### config.mk
export PLATFORM = sky130hd
export DESIGN_NAME = ripple_add_sequencer_flat
export DESIGN_NICKNAME = d
export VERILOG_FILES = /design/src/rtl/ripple_add_sequencer_if.sv /design/src/rtl/ripple_add_sequencer.sv /design/src/flat_wrapper.sv
export SDC_FILE = /design/constraint.sdc
export NUM_CORES = 1
export LEC_CHECK = 0
export ABC_AREA = 1
export BUFFER_PORTS_ARGS = -buffer_cell sky130_fd_sc_hd__buf_2
export CORE_ASPECT_RATIO = 2
export CORE_MARGIN = 1
export CORE_UTILIZATION = 45
export CTS_CLUSTER_SIZE = 20
export DETAILED_ROUTE_END_ITERATION = 8
export MAX_ROUTING_LAYER = met4
export PLACE_DENSITY = 0.67
export SLEW_MARGIN = 20
export SYNTH_ARGS = -nofsm -noshare
export SYNTH_HDL_FRONTEND = slang
export SYNTH_SLANG_ARGS = --single-unit
### constraint.sdc
create_clock -name clk -period 8.3 [get_ports clk]
set_clock_uncertainty 0.1 [all_clocks]
set_input_delay 0.415 -clock clk [delete_from_list [all_inputs] [get_ports clk]]
set_output_delay 0.415 -clock clk [all_outputs]
set_load 0.03 [all_outputs]
### src/rtl/ripple_add_sequencer_if.sv
// Operand/result handshake bundle for the nibble-serial adder.
// The master side supplies operands and takes results; the slave side is the adder.
interface ripple_add_sequencer_if #(
    parameter int WIDTH = 16
) ();
    logic             in_valid;
    logic             in_ready;
    logic [WIDTH-1:0] in_a;
    logic [WIDTH-1:0] in_b;
    logic             in_cin;
    logic             out_valid;
    logic             out_ready;
    logic [WIDTH-1:0] out_sum;
    logic             out_cout;
    logic             out_ovf;

    modport master (
        output in_valid, in_a, in_b, in_cin, out_ready,
        input  in_ready, out_valid, out_sum, out_cout, out_ovf
    );

    modport slave (
        input  in_valid, in_a, in_b, in_cin, out_ready,
        output in_ready, out_valid, out_sum, out_cout, out_ovf
    );
endinterface

### src/rtl/ripple_add_sequencer.sv
// Multi-cycle WIDTH-bit adder that reuses one 4-bit ripple slice, LSB nibble first,
// carrying between nibbles through a register.
module ripple_adder (
    input  logic [3:0] a,
    input  logic [3:0] b,
    input  logic       cin,
    output logic [3:0] sum,
    output logic       cout
);
    logic [4:0] c;

    assign c[0] = cin;
    for (genvar i = 0; i < 4; i++) begin : g_fa
        assign sum[i]   = a[i] ^ b[i] ^ c[i];
        assign c[i + 1] = (a[i] & b[i]) | (c[i] & (a[i] ^ b[i]));
    end
    assign cout = c[4];
endmodule

module ripple_add_sequencer #(
    parameter  int WIDTH   = 16,
    localparam int NIBBLES = WIDTH / 4
) (
    input  logic                  clk,
    input  logic                  rst,
    ripple_add_sequencer_if.slave bus
);
    localparam int IDX_W = (NIBBLES > 1) ? $clog2(NIBBLES) : 1;

    if ((WIDTH % 4) != 0 || WIDTH < 4) begin : g_bad_width
        $error("ripple_add_sequencer: WIDTH must be a multiple of 4 and at least 4");
    end

    typedef enum logic [1:0] {IDLE, RUN, DONE} state_t;

    state_t           state_q, state_d;
    logic [IDX_W-1:0] idx_q;
    logic             carry_q;
    logic [WIDTH-1:0] a_q, b_q, res_q, res_d;
    logic [WIDTH-1:0] sum_q;
    logic             cout_q, ovf_q;

    logic             in_ready, out_valid;
    logic             accept, last;
    logic [3:0]       a_nib, b_nib, s_sum;
    logic             s_cout, ovf_d;

    assign accept = in_ready && bus.in_valid;
    assign last   = (idx_q == IDX_W'(NIBBLES - 1));

    ripple_adder u_slice (
        .a    (a_nib),
        .b    (b_nib),
        .cin  (carry_q),
        .sum  (s_sum),
        .cout (s_cout)
    );

    // Nibble select into the slice and merge of its sum into the working result
    always_comb begin
        a_nib = '0;
        b_nib = '0;
        res_d = res_q;
        for (int n = 0; n < NIBBLES; n++) begin
            if (idx_q == IDX_W'(n)) begin
                a_nib            = a_q[4*n +: 4];
                b_nib            = b_q[4*n +: 4];
                res_d[4*n +: 4]  = s_sum;
            end
        end
    end

    assign ovf_d = (a_q[WIDTH-1] == b_q[WIDTH-1]) && (s_sum[3] != a_q[WIDTH-1]);

    always_ff @(posedge clk) begin
        if (rst) state_q <= IDLE;
        else     state_q <= state_d;
    end

    always_comb begin
        state_d   = state_q;
        in_ready  = 1'b0;
        out_valid = 1'b0;
        case (state_q)
            IDLE: begin
                in_ready = !rst;
                if (bus.in_valid && !rst) state_d = RUN;
            end
            RUN: begin
                if (last) state_d = DONE;
            end
            DONE: begin
                out_valid = 1'b1;
                if (bus.out_ready) state_d = IDLE;
            end
            default: state_d = IDLE;
        endcase
    end

    // Operands are captured only on accept; outputs update only on the final pass
    always_ff @(posedge clk) begin
        if (rst) begin
            idx_q   <= '0;
            carry_q <= 1'b0;
            a_q     <= '0;
            b_q     <= '0;
            res_q   <= '0;
            sum_q   <= '0;
            cout_q  <= 1'b0;
            ovf_q   <= 1'b0;
        end else begin
            case (state_q)
                IDLE: begin
                    if (accept) begin
                        a_q     <= bus.in_a;
                        b_q     <= bus.in_b;
                        carry_q <= bus.in_cin;
                        idx_q   <= '0;
                    end
                end
                RUN: begin
                    res_q   <= res_d;
                    carry_q <= s_cout;
                    if (last) begin
                        idx_q  <= '0;
                        sum_q  <= res_d;
                        cout_q <= s_cout;
                        ovf_q  <= ovf_d;
                    end else begin
                        idx_q  <= idx_q + IDX_W'(1);
                    end
                end
                default: ;
            endcase
        end
    end

    assign bus.in_ready  = in_ready;
    assign bus.out_valid = out_valid;
    assign bus.out_sum   = sum_q;
    assign bus.out_cout  = cout_q;
    assign bus.out_ovf   = ovf_q;
endmodule

### src/flat_wrapper.sv
// flat-port wrapper written by rule: the top's interface ports become plain ports
module ripple_add_sequencer_flat 
#(
    parameter  int WIDTH   = 16,
    localparam int NIBBLES = WIDTH / 4
)
  (clk, rst, bus_in_valid, bus_in_a, bus_in_b, bus_in_cin, bus_out_ready, bus_in_ready, bus_out_valid, bus_out_sum, bus_out_cout, bus_out_ovf);
  ripple_add_sequencer_if #(.WIDTH(WIDTH)) bus_i ();
  input  logic clk;
  input  logic rst;
  input wire logic [$bits(bus_i.in_valid)-1:0] bus_in_valid;
  input wire logic [$bits(bus_i.in_a)-1:0] bus_in_a;
  input wire logic [$bits(bus_i.in_b)-1:0] bus_in_b;
  input wire logic [$bits(bus_i.in_cin)-1:0] bus_in_cin;
  input wire logic [$bits(bus_i.out_ready)-1:0] bus_out_ready;
  output wire logic [$bits(bus_i.in_ready)-1:0] bus_in_ready;
  output wire logic [$bits(bus_i.out_valid)-1:0] bus_out_valid;
  output wire logic [$bits(bus_i.out_sum)-1:0] bus_out_sum;
  output wire logic [$bits(bus_i.out_cout)-1:0] bus_out_cout;
  output wire logic [$bits(bus_i.out_ovf)-1:0] bus_out_ovf;
  assign bus_i.in_valid = bus_in_valid;
  assign bus_i.in_a = bus_in_a;
  assign bus_i.in_b = bus_in_b;
  assign bus_i.in_cin = bus_in_cin;
  assign bus_i.out_ready = bus_out_ready;
  assign bus_in_ready = bus_i.in_ready;
  assign bus_out_valid = bus_i.out_valid;
  assign bus_out_sum = bus_i.out_sum;
  assign bus_out_cout = bus_i.out_cout;
  assign bus_out_ovf = bus_i.out_ovf;
  ripple_add_sequencer #(.WIDTH(WIDTH)) u_core (.clk(clk), .rst(rst), .bus(bus_i));
endmodule
==> results of run 1 <==
[cells in the final DEF, fill, tap and decap left out]
| cell type | synthesis | final |
|---|---|---|
| ha_1 | 4 | 4 |
| nand3_1 | 37 | 37 |
| nor2_8 | 1 | 1 |
| nand2_1 | 102 | 102 |
| a21oi_2 | 1 | 1 |
| and2_0 | 1 | 1 |
| buf_8 | 0 | 1 |
| o21ai_1 | 3 | 3 |
| inv_2 | 3 | 3 |
| dfxtp_1 | 67 | 67 |
| nand2_4 | 2 | 2 |
| and2_1 | 2 | 2 |
| nand3_2 | 1 | 1 |
| nor3_4 | 1 | 1 |
| o21ai_0 | 31 | 31 |
| fa_1 | 4 | 4 |
| a21oi_1 | 63 | 63 |
| nor2_1 | 29 | 29 |
| nor2_2 | 1 | 1 |
| a31oi_1 | 1 | 1 |
| clkbuf_8 | 0 | 1 |
| clkbuf_1 | 9 | 3 |
| o211ai_1 | 4 | 4 |
| buf_2 | 6 | 56 |
| clkbuf_16 | 0 | 9 |
| inv_1 | 16 | 16 |
| or2_1 | 1 | 1 |
| nor2_4 | 1 | 1 |
| a22oi_1 | 1 | 1 |
[logic make-up after synthesis]
logic type / synth area share (%)
AND/OR/NAND/NOR: 26.0
buffers and inverters: 7.79
adder cells (fa/ha/maj): 4.29
flip-flops: 44.2
AO/OA/AOI/OAI: 17.7
[routing by layer]
metal  up-vias  share of wire [%]  GRT usage, %  routed length [um]
met5         -                  0             -                   0
met3        28                3.4          6.59                 249
met2        66                 54          39.2                3960
met1      1249                 38          23.1                2830
li1       1412                  -             -                   -
met4         0                4.7          14.7                 351
[sequential cells by signal (all words and copies together), names as in the netlist]
| register | flops |
|---|---|
| u_core.carry_q | 1 |
| u_core.bus.out_sum | 16 |
| u_core.b_q | 16 |
| u_core.state_q | 2 |
| u_core.bus.out_ovf | 1 |
| u_core.a_q | 16 |
| u_core.res_q | 12 |
| u_core.idx_q | 2 |
| u_core.bus.out_cout | 1 |
[worst max-delay path, delay by kind of cell (launching register included)]
kind            cells  cell delay [ns]
compound gates      3             0.55
fa+ha+maj           5             1.86
buf+inv             4             0.53
flops               1             0.33
simple gates        3             0.30
[through the flow]
step	cells	hold slack [ns]	utilization, %
after global placement	521	0.334	49.6
after floorplan	403	0.340	-
after CTS	534	0.245	53.4
after global routing	535	0.252	53.7
after detailed placement	521	0.336	49.6
final	535	0.250	53.7
[power groups by stage]
stage                     sequential, mW  combinational, mW  clock [mW]
after global placement             0.351             0.0864           0
after detailed placement           0.351             0.0883           0
after global routing               0.346             0.0999       0.347
final                              0.345             0.0890       0.326
after CTS                          0.345             0.0885       0.333
after floorplan                    0.348             0.0660           0
[layout make-up]
class,instances,area [um^2],area share [%]
clock buffer,13,250,7.10
tap,88,110,3.12
inverter,19,71.3,2.02
multi-input combinational,291,1460,41.3
sequential,67,1340,38.1
timing repair buffer,57,295,8.38
[worst paths after layout]
| check | start | cells after the start | slack (ns) | endpoint |
|---|---|---|---|---|
| worst max-delay path | u_core.idx_q[0] | 15 | 4.54 | u_core.bus.out_sum[3] |
| worst min-delay path | bus_in_b[15] | 3 | 0.25 | u_core.b_q[15] |
| worst max register to register | u_core.idx_q[0] | 15 | 4.54 | u_core.bus.out_sum[3] |
| worst min register to register | u_core.bus.out_sum[15] | 2 | 0.34 | u_core.bus.out_sum[15] |
==> summary.md, run 1 <==
| Metric | Value |
|---|---|
| Status | completed |
| Synth top area share | 44.2% |
| Initial antenna violation count | 0 |
| Port bufs | 56 |
| H-tree depth | 3 |
| Post-route cell area | 0.00352 mm^2 |
| Final setup vio count | 0 |
| Drt wl/cell | 13.8 um |
| Final nets | 490 |
| Cell Area, Synth | 0.00303 mm^2 |
| Detail Route Antenna Nets | 0 |
| Die area | 0.00709 mm^2 |
| Tcrit/Tclk final | 45.3% |
| Seq pwr share | 45.4% |
| Prevailing post-synth register cell | dfxtp_1 |
| Syn Nets | 448 |
| Minimum clock period | 3.76 ns |
| Vias in the first global route | 2649 |
| Place WS | 4.58 ns |
| Syn Inst Count | 403 |
| Register bit count reported by yosys | 67 |
| Dominant cell type by area after synthesis | dfxtp_1 |
| First-pass GRT wire length | 12.0 mm |
| Clock latency on the worst-skew pair | 0.33 ns |
| Clock buffer depth | 2 |
| Post-synth EDFFs | 0 |
| Top cells by area, synth | dfxtp_1, nand2_1, a21oi_1 |
| Worst path max stage delay | 0.54 ns |
| RSZ-0062 raised after global routing | false |
| Max-Cap Viols | 0 |
| Count leader, synth | nand2_1 |
| Critical Path RT | 8.45 ns |
| Seq/Total Area, Yosys | 44.2% |
| TritonCTS clock tree | yes |
| Final hold viol count | 0 |
| FMAX | 0.266 GHz |
| # IOs | 57 |
| Share of layout cells above drive strength 1 | 17.4% |
| Core Region | 0.00657 mm^2 |
| Internal power | 0.572 mW |
| Tot GR Track Use | 23.6% |
| DP Wirelength | 5.36 mm |
| Placer Congestion | 0.879 |
| Critical path class | reg2reg |
| Fin worst setup slack | 4.54 ns |
| Max Slew Vio Count | 0 |
| Crit-path cells | inv_1 > ha_1 > inv_1 > nor2_1 > nor2_1 > a22oi_1 > fa_1 > inv_1 > fa_1 > fa_1 > fa_1 > inv_1 > o21ai_0 > nand2_1 > a21oi_1 |
| Yosys warning count | 0 |
| Total gr overflow | 0 |
| Drt pass-1 iters | 4 |
| ANT cells | 0 |
| CTS resizes | 0 |
| CP endpoint kind | flip-flop |
| Crit path max fanout | 16 |
| Logic pwr share | 11.7% |
| Routed via count | 2755 |
| Yosys cell types | 29 |
| Synth cell count leaders | nand2_1, dfxtp_1, a21oi_1, nand3_1, o21ai_0 |
| Post-synth ARST share | 0% |
| Initial Utilization | 46.2% |
| Max_slew headroom | 37.2% |
| Power Total | 0.760 mW |
| Clock power frac | 42.9% |
| Pwr dens | 216 mW/mm^2 |
| Setup_tns | 0 ns |
| Clock-pin slew of the registers on the worst-case setup and hold paths | 0.05 ns |
| WP data arrival | 3.91 ns |
| Pin count of the biggest net entering global routing | 52 |
| Area delta synth->final | 16.2% |
| CP Launch Type | flip-flop |
| Post-CTS setup buffers | 0 |
| Cell Area, Placed | 0.00326 mm^2 |
| Die height | 118 um |
| FP Rows | 42 |
| Die width | 60.1 um |
| Num CTS Buffers | 9 |
| Leak | 1.48 nW |
| Post-Route WL | 7.40 mm |
| Max IR drop VDD | 0.000124 V |
| Number of remaining DRC errors | 0 |
| CTS root buf | clkbuf_16 |
| DR vias/cell | 5.15 |
| Switching power | 0.189 mW |
| 1st-iter DRT viols | 90 |
| Clock sink count | 67 |
| Worst-Margin Slew | 0.942 ns |
| Fillers | 674 |
| Worst min-delay path category | in2reg |
| Post-Syn Area per Cell | 7.53 um^2 |
| Hold_buf cts | 0 |
| Switching share of power | 24.8% |
| Slowest CP cell | fa_1 |
(Power assumes the default switching activity.)
==> inputs of run 2 (changes only) <==
- ABC_AREA: 1 -> 0
- PLACE_DENSITY: 0.67 -> 0.7
- clock period: 8.3 -> 3.25 ns (I/O delays scaled with it)
==> run 2 against run 1 <==
Synthesized area down 1.2%. Routed wire length down 0.66%. Via count up 0.25%. Combinational power rose to 3.0 times the previous value. Non-clock buffer count up 43. Sequential share of layout area down 4.2 points. First-iteration DRC count up 34%. Sequential power rose to 2.5 times the previous value. Synthesized cell count down 8.2%. Global-route usage about the same. Power rose to 2.7 times the previous value. Setup slack worse by 4.4 ns.
==> summary.md, run 2 <==
| Metric | Value |
|---|---|
| Yosys warning count | 0 (unchanged) |
| Hold Crit Depth | 3 (unchanged) |
| RSZ-0062 raised after global routing | true (was false) |
| Vias in the first global route | 2592 (was 2649) |
| First-pass GRT wire length | 12.1 mm (was 12.0 mm) |
| CP endpoint kind | flip-flop (unchanged) |
| ANT cells | 0 (unchanged) |
| Drt pass-1 iters | 4 (unchanged) |
| Prevailing post-synth register cell | dfxtp_1 (unchanged) |
| Top cells by area, synth | dfxtp_1, nand2_1, a21oi_1 (unchanged) |
| Commonest non-fill, non-tap cell in the layout | nand2_1 (unchanged) |
| Clock buffer depth | 2 (unchanged) |
| Post-route cell area | 0.00399 mm^2 (was 0.00352 mm^2) |
| Post-Syn Area per Cell | 8.10 um^2 (was 7.53 um^2) |
| TritonCTS clock tree | yes (unchanged) |
| FMAX | 0.318 GHz (was 0.266 GHz) |
| Port bufs | 56 (unchanged) |
| Status | completed (unchanged) |
| Synth cell count leaders | nand2_1, a21oi_1, dfxtp_1, nor2_1, clkbuf_1 (was nand2_1, dfxtp_1, a21oi_1, nand3_1, o21ai_0) |
| Register bit count reported by yosys | 67 (unchanged) |
| Syn Nets | 415 (was 448) |
| Routed via count | 2762 (was 2755) |
| DP Wirelength | 4.91 mm (was 5.36 mm) |
| 1st-iter DRT viols | 121 (was 90) |
| WP buf/inv | 3 (was 4) |
| Initial antenna violation count | 0 (unchanged) |
| Final nets | 493 (was 490) |
| Slowest CP cell | fa_2 (was fa_1) |
| Die height | 117 um (was 118 um) |
| WP data arrival | 3.29 ns (was 3.91 ns) |
| Core Region | 0.00636 mm^2 (was 0.00657 mm^2) |
| Detail Route Antenna Nets | 0 (unchanged) |
| Leak | 1.54 nW (was 1.48 nW) |
| Share of layout cells above drive strength 1 | 22.3% (was 17.4%) |
| Placer Congestion | 0.838 (was 0.879) |
| Pwr dens | 506 mW/mm^2 (was 216 mW/mm^2) |
| Family with the most delay on the worst path | adder cells (unchanged) |
| Setup_tns | 0 ns (unchanged) |
| Max_slew headroom | 52.0% (was 37.2%) |
| Count leader, synth | nand2_1 (unchanged) |
| Initial Utilization | 47.1% (was 46.2%) |
| Number of remaining DRC errors | 0 (unchanged) |
| Dominant cell type by area after synthesis | dfxtp_1 (unchanged) |
| Cell Area, Synth | 0.00300 mm^2 (was 0.00303 mm^2) |
| Most frequent CP cell | fa_2 |
| Final hold viol count | 0 (unchanged) |
| Die width | 59.7 um (was 60.1 um) |
| Area delta synth->final | 33.1% (was 16.2%) |
| Cell Area, Placed | 0.00331 mm^2 (was 0.00326 mm^2) |
| Yosys cell types | 32 (was 29) |
| DR vias/cell | 5.12 (was 5.15) |
| FP Rows | 41 (was 42) |
| Worst min-delay path category | in2reg (unchanged) |
| H-tree depth | 3 (unchanged) |
| Post-synth ARST share | 0% (unchanged) |
| Critical Path RT | 3.40 ns (was 8.45 ns) |
| # IOs | 57 (unchanged) |
| Post-synth EDFFs | 0 (unchanged) |
| Die area | 0.00701 mm^2 (was 0.00709 mm^2) |
| Drt wl/cell | 13.6 um (was 13.8 um) |
| Seq/Total Area, Yosys | 44.7% (was 44.2%) |
| Worst path max stage delay | 0.63 ns (was 0.54 ns) |
| Syn Inst Count | 370 (was 403) |
| Tot GR Track Use | 23.6% (about the same) |
| Crit path max fanout | 6 (was 16) |
| Clock latency on the worst-skew pair | 0.33 ns (about the same) |
| Pin count of the biggest net entering global routing | 70 (was 52) |
| Total gr overflow | 0 (unchanged) |
| Synth top area share | 44.7% (was 44.2%) |
| Final setup vio count | 0 (unchanged) |
| Clock sink count | 67 (unchanged) |
| Most frequent cells in the layout | nand2_1, a21oi_1, dfxtp_1 (was nand2_1, dfxtp_1, a21oi_1) |
| Clock-pin slew of the registers on the worst-case setup and hold paths | 0.05 ns (about the same) |
| Post-Route WL | 7.35 mm (was 7.40 mm) |
| Minimum clock period | 3.15 ns (was 3.76 ns) |
| Critical path class | reg2reg (unchanged) |
| Max-Cap Viols | 0 (unchanged) |
| CP Launch Type | flip-flop (unchanged) |
| R2R depth | 13 (was 15) |
| Worst-Margin Slew | 0.720 ns (was 0.942 ns) |
| Max Slew Vio Count | 0 (unchanged) |
| Worst path depth | 13 (was 15) |
| Crit-path cells | inv_4 > ha_4 > a21oi_2 > o21ai_1 > a22oi_2 > fa_2 > inv_2 > fa_2 > fa_2 > fa_2 > buf_6 > nand2_1 > a21oi_1 (was inv_1 > ha_1 > inv_1 > nor2_1 > nor2_1 > a22oi_1 > fa_1 > inv_1 > fa_1 > fa_1 > fa_1 > inv_1 > o21ai_0 > nand2_1 > a21oi_1) |
| Max IR drop VDD | 0.000294 V (was 0.000124 V) |
| Num CTS Buffers | 9 (unchanged) |
| CTS root buf | clkbuf_16 (unchanged) |
| Tcrit/Tclk final | 96.8% (was 45.3%) |
run 2: logic make-up after synthesis:
group | count (synthesis) | synth area share, %
compound gates | 102 | 19.5
fa+ha+maj | 8 | 4.34
buf+inv | 46 | 7.51
flops | 67 | 44.7
mux | 13 | 4.34
simple gates | 134 | 19.5
run 2: power by group:
group / switching (mW) / total, mW / internal, mW
Sequential: 0.0228 / 0.872 / 0.849
Combinational: 0.142 / 0.267 / 0.126
Clock: 0.325 / 0.880 / 0.555
run 2: path summary, 6_finish.rpt:
path	startpoint	end	slack, ns
setup / recovery	u_core.idx_q[0]	u_core.bus.out_sum[15]	0.10
hold reg to reg	u_core.bus.out_sum[0]	u_core.bus.out_sum[0]	0.34
setup reg to reg	u_core.idx_q[0]	u_core.bus.out_sum[15]	0.10
hold / removal	bus_in_a[7]	u_core.a_q[7]	0.003
run 2: routing by layer:
metal	share of wire [%]	up-vias	track usage, %
met5	0	-	-
met4	4.3	0	12.5
met3	2.8	24	5.95
met2	54	60	38.9
met1	39	1271	24.8
li1	-	1407	-
run 2: worst reg2reg max path, stage by stage, from the launching register on:
cell,delay (ns)
dfxtp_4,0.39
inv_4,0.06
ha_4,0.18
a21oi_2,0.10
o21ai_1,0.08
a22oi_2,0.18
fa_2,0.25
inv_2,0.04
fa_2,0.36
fa_2,0.37
fa_2,0.63
buf_6,0.13
nand2_1,0.06
a21oi_1,0.14
run 2: cell type report:
cell class	count	area, um^2
inverters	13	53.8
repair buffers	100	706
fillers	585	2370
clock inverters	2	10.0
flip-flops and latches	67	1350
well taps	86	108
multi-input cells	257	1500
clock buffers	14	264
run 2: what timing repair did:
item,in CTS,in global routing
pin swaps,0,13
resized for setup,1,24
hold buffers,32,0
setup buffers,0,1
endpoints found under the hold margin,32,0
endpoints found under the setup margin,4,6
run 2: metrics by stage:
stage / instances / setup WS [ns] / util (%) / hold slack [ns] / total power [mW]
after floorplan: 370 / 0.00666 / - / 0.198 / 1.05
after global placement: 490 / 0.0890 / 52.0 / 0.305 / 1.10
after detailed placement: 490 / -0.0462 / 52.0 / 0.307 / 1.11
after CTS: 538 / 0.00770 / 61.4 / 0.0119 / 2.01
after global routing: 539 / -0.0472 / 62.7 / 0.0215 / 2.11
final: 539 / 0.105 / 62.7 / 0.00284 / 2.02
==> inputs of run 3 (changes only) <==
- PLACE_DENSITY: 0.7 -> 0.67
- clock period: 3.25 -> 3.11 ns (I/O delays scaled with it)
==> run 3 against run 2 <==
Hold slack better by 0.011 ns. Via count grew 0.83%. Utilization rose by 0.47 points. Count of clock-buffer cells in the layout shrank 1. Clock power fell by 0.8%. Flip-flop and latch count did not move. Power increased by 2.5%. Final cell count is 0.56% higher. Maximum frequency grew 1.8%. Die area unchanged. First-iteration DRC count decreased by 16%. Critical path type unchanged. Critical endpoint is now u_core.bus.out_sum[7].
==> summary.md, run 3 (synthesized netlist as in run 2, its figures left out) <==
| Metric | Value |
|---|---|
| Clock buffer depth | 2 (unchanged) |
| Max-Cap Viols | 0 (unchanged) |
| Tot GR Track Use | 23.9% (was 23.6%) |
| Max IR drop VDD | 0.000371 V (was 0.000294 V) |
| Worst path depth | 12 (was 13) |
| Critical path class | reg2reg (unchanged) |
| Number of remaining DRC errors | 0 (unchanged) |
| Area delta synth->final | 34.1% (was 33.1%) |
| Leak | 1.56 nW (was 1.54 nW) |
| WP buf/inv | 2 (was 3) |
| RSZ-0062 raised after global routing | true (unchanged) |
| CP endpoint kind | flip-flop (unchanged) |
| Crit path from | u_core.idx_q[1] (was u_core.idx_q[0]) |
| CP Launch Type | flip-flop (unchanged) |
| Core Region | 0.00636 mm^2 (unchanged) |
| Detail Route Antenna Nets | 0 (unchanged) |
| Commonest non-fill, non-tap cell in the layout | nand2_1 (unchanged) |
| Most frequent cells in the layout | nand2_1, a21oi_1, dfxtp_1 (unchanged) |
| Pwr dens | 515 mW/mm^2 (was 506 mW/mm^2) |
| Critical Path RT | 3.26 ns (was 3.40 ns) |
| Crit path max fanout | 8 (was 6) |
| Clock-pin slew of the registers on the worst-case setup and hold paths | 0.05 ns (about the same) |
| Family with the most delay on the worst path | adder cells (unchanged) |
| Crit-path cells | inv_4 > ha_4 > a21oi_2 > o21ai_1 > a22oi_2 > fa_2 > inv_2 > fa_2 > fa_2 > fa_2 > mux2i_1 > a211oi_2 (was inv_4 > ha_4 > a21oi_2 > o21ai_1 > a22oi_2 > fa_2 > inv_2 > fa_2 > fa_2 > fa_2 > buf_6 > nand2_1 > a21oi_1) |
| Placed cell count | 494 (was 490) |
| Clock latency on the worst-skew pair | 0.33 ns (about the same) |
| CTS root buf | clkbuf_16 (unchanged) |
| Cell Area, Placed | 0.00334 mm^2 (was 0.00331 mm^2) |
| Pin count of the biggest net entering global routing | 63 (was 70) |
| Vias in the first global route | 2639 (was 2592) |
| Max_slew headroom | 51.6% (was 52.0%) |
| # IOs | 57 (unchanged) |
| H-tree depth | 3 (unchanged) |
| Post-route cell area | 0.00402 mm^2 (was 0.00399 mm^2) |
| Status | completed (unchanged) |
| Final nets | 499 (was 493) |
| Most frequent CP cell | fa_2 (unchanged) |
| Drt wl/cell | 13.6 um (about the same) |
| TritonCTS clock tree | yes (unchanged) |
| Num CTS Buffers | 9 (unchanged) |
| Initial Utilization | 47.1% (unchanged) |
| Routed via count | 2785 (was 2762) |
| Share of layout cells above drive strength 1 | 23.5% (was 22.3%) |
| Tcrit/Tclk final | 99.4% (was 96.8%) |
| Total gr overflow | 0 (unchanged) |
| R2R depth | 12 (was 13) |
| Post-Route WL | 7.38 mm (was 7.35 mm) |
| DR vias/cell | 5.14 (was 5.12) |
| ANT cells | 0 (unchanged) |
| Final Non-Filler Cells | 542 (was 539) |
| DP Wirelength | 4.89 mm (was 4.91 mm) |
| Worst-Margin Slew | 0.725 ns (was 0.720 ns) |
| Die height | 117 um (unchanged) |
| Port bufs | 56 (unchanged) |
| Minimum clock period | 3.09 ns (was 3.15 ns) |
| Reg2reg start | u_core.idx_q[1] (was u_core.idx_q[0]) |
| Initial antenna violation count | 0 (unchanged) |
| Max Slew Vio Count | 0 (unchanged) |
| Worst path max stage delay | 0.65 ns (was 0.63 ns) |
| Die width | 59.7 um (unchanged) |
| FMAX | 0.324 GHz (was 0.318 GHz) |
| Clock sink count | 67 (unchanged) |
| FP Rows | 41 (unchanged) |
| Final hold viol count | 0 (unchanged) |
| First-pass GRT wire length | 12.2 mm (was 12.1 mm) |
| WP data arrival | 3.24 ns (was 3.29 ns) |
| 1st-iter DRT viols | 102 (was 121) |
| Drt pass-1 iters | 4 (unchanged) |
| Die area | 0.00701 mm^2 (unchanged) |
| CP Capture Point | u_core.bus.out_sum[7] (was u_core.bus.out_sum[15]) |
| Worst min-delay path category | in2reg (unchanged) |
| Worst R2R Setup Slack | 0.02 ns (was 0.10 ns) |
| Reg-to-reg endpoint | u_core.bus.out_sum[7] (was u_core.bus.out_sum[15]) |
| Slowest CP cell | fa_2 (unchanged) |
| Placer Congestion | 0.838 (about the same) |
| Final setup vio count | 0 (unchanged) |
run 3: routing by layer:
metal  up-vias  global-route usage, %  wire [um]
li1       1408                      -          -
met1      1286                   24.8       2820
met2        71                   39.2       4010
met3        20                   6.39        251
met4         0                   13.2        297
met5         -                      -          0
run 3: worst min-delay path by stage:
stage | startpoint | endpoint | depth (start not counted)
2_1_floorplan | bus_in_a[0] | u_core.a_q[0] | 2
3_3_place_gp | bus_in_a[15] | u_core.a_q[15] | 3
3_5_place_dp | bus_in_b[7] | u_core.b_q[7] | 3
4_1_cts | bus_in_cin | u_core.carry_q | 3
5_1_grt | bus_in_cin | u_core.carry_q | 3
6_report | bus_in_cin | u_core.carry_q | 3
run 3: final cells by class:
cell class | instances | area, um^2
fill | 600 | 2340
clock buffer | 13 | 250
tap | 86 | 108
sequential | 67 | 1350
inverter | 13 | 53.8
multi-input combinational | 257 | 1520
timing repair buffer | 106 | 742
run 3: report_power, final:
| group | leakage (nW) | switching, mW | internal (mW) |
|---|---|---|---|
| Clock | 0.122 | 0.326 | 0.547 |
| Sequential | 0.545 | 0.0237 | 0.888 |
| Combinational | 0.892 | 0.151 | 0.134 |
run 3: metrics by stage:
step / power, mW / TNS (ns) / setup slack, ns / hold WS, ns / utilization [%]
final: 2.07 / 0 / 0.0195 / 0.0136 / 63.2
after floorplan: 1.10 / -0.293 / -0.103 / 0.191 / -
after global routing: 2.16 / -0.376 / -0.108 / 0.0358 / 63.2
after global placement: 1.16 / -0.175 / -0.0619 / 0.297 / 52.5
after detailed placement: 1.16 / -0.662 / -0.167 / 0.302 / 52.5
after CTS: 2.08 / -0.0619 / -0.0568 / 0.0111 / 62.4
run 3: what timing repair did:
item / CTS / global route
buffers inserted: 1 / 1
setup endpoints to repair: 7 / 7
hold buffers: 33 / 0
hold endpoints to repair: 33 / 0
resized for setup: 11 / 11
pin swaps: 3 / 6
run 3: worst register-to-register path: cells and delay by family, from the launching register on:
family / cells / cell delay, ns
DFF: 1 / 0.37
muxes: 1 / 0.14
buffers and inverters: 2 / 0.08
AOI/OAI and AO/OA: 4 / 0.58
adders and majority gates: 5 / 1.75
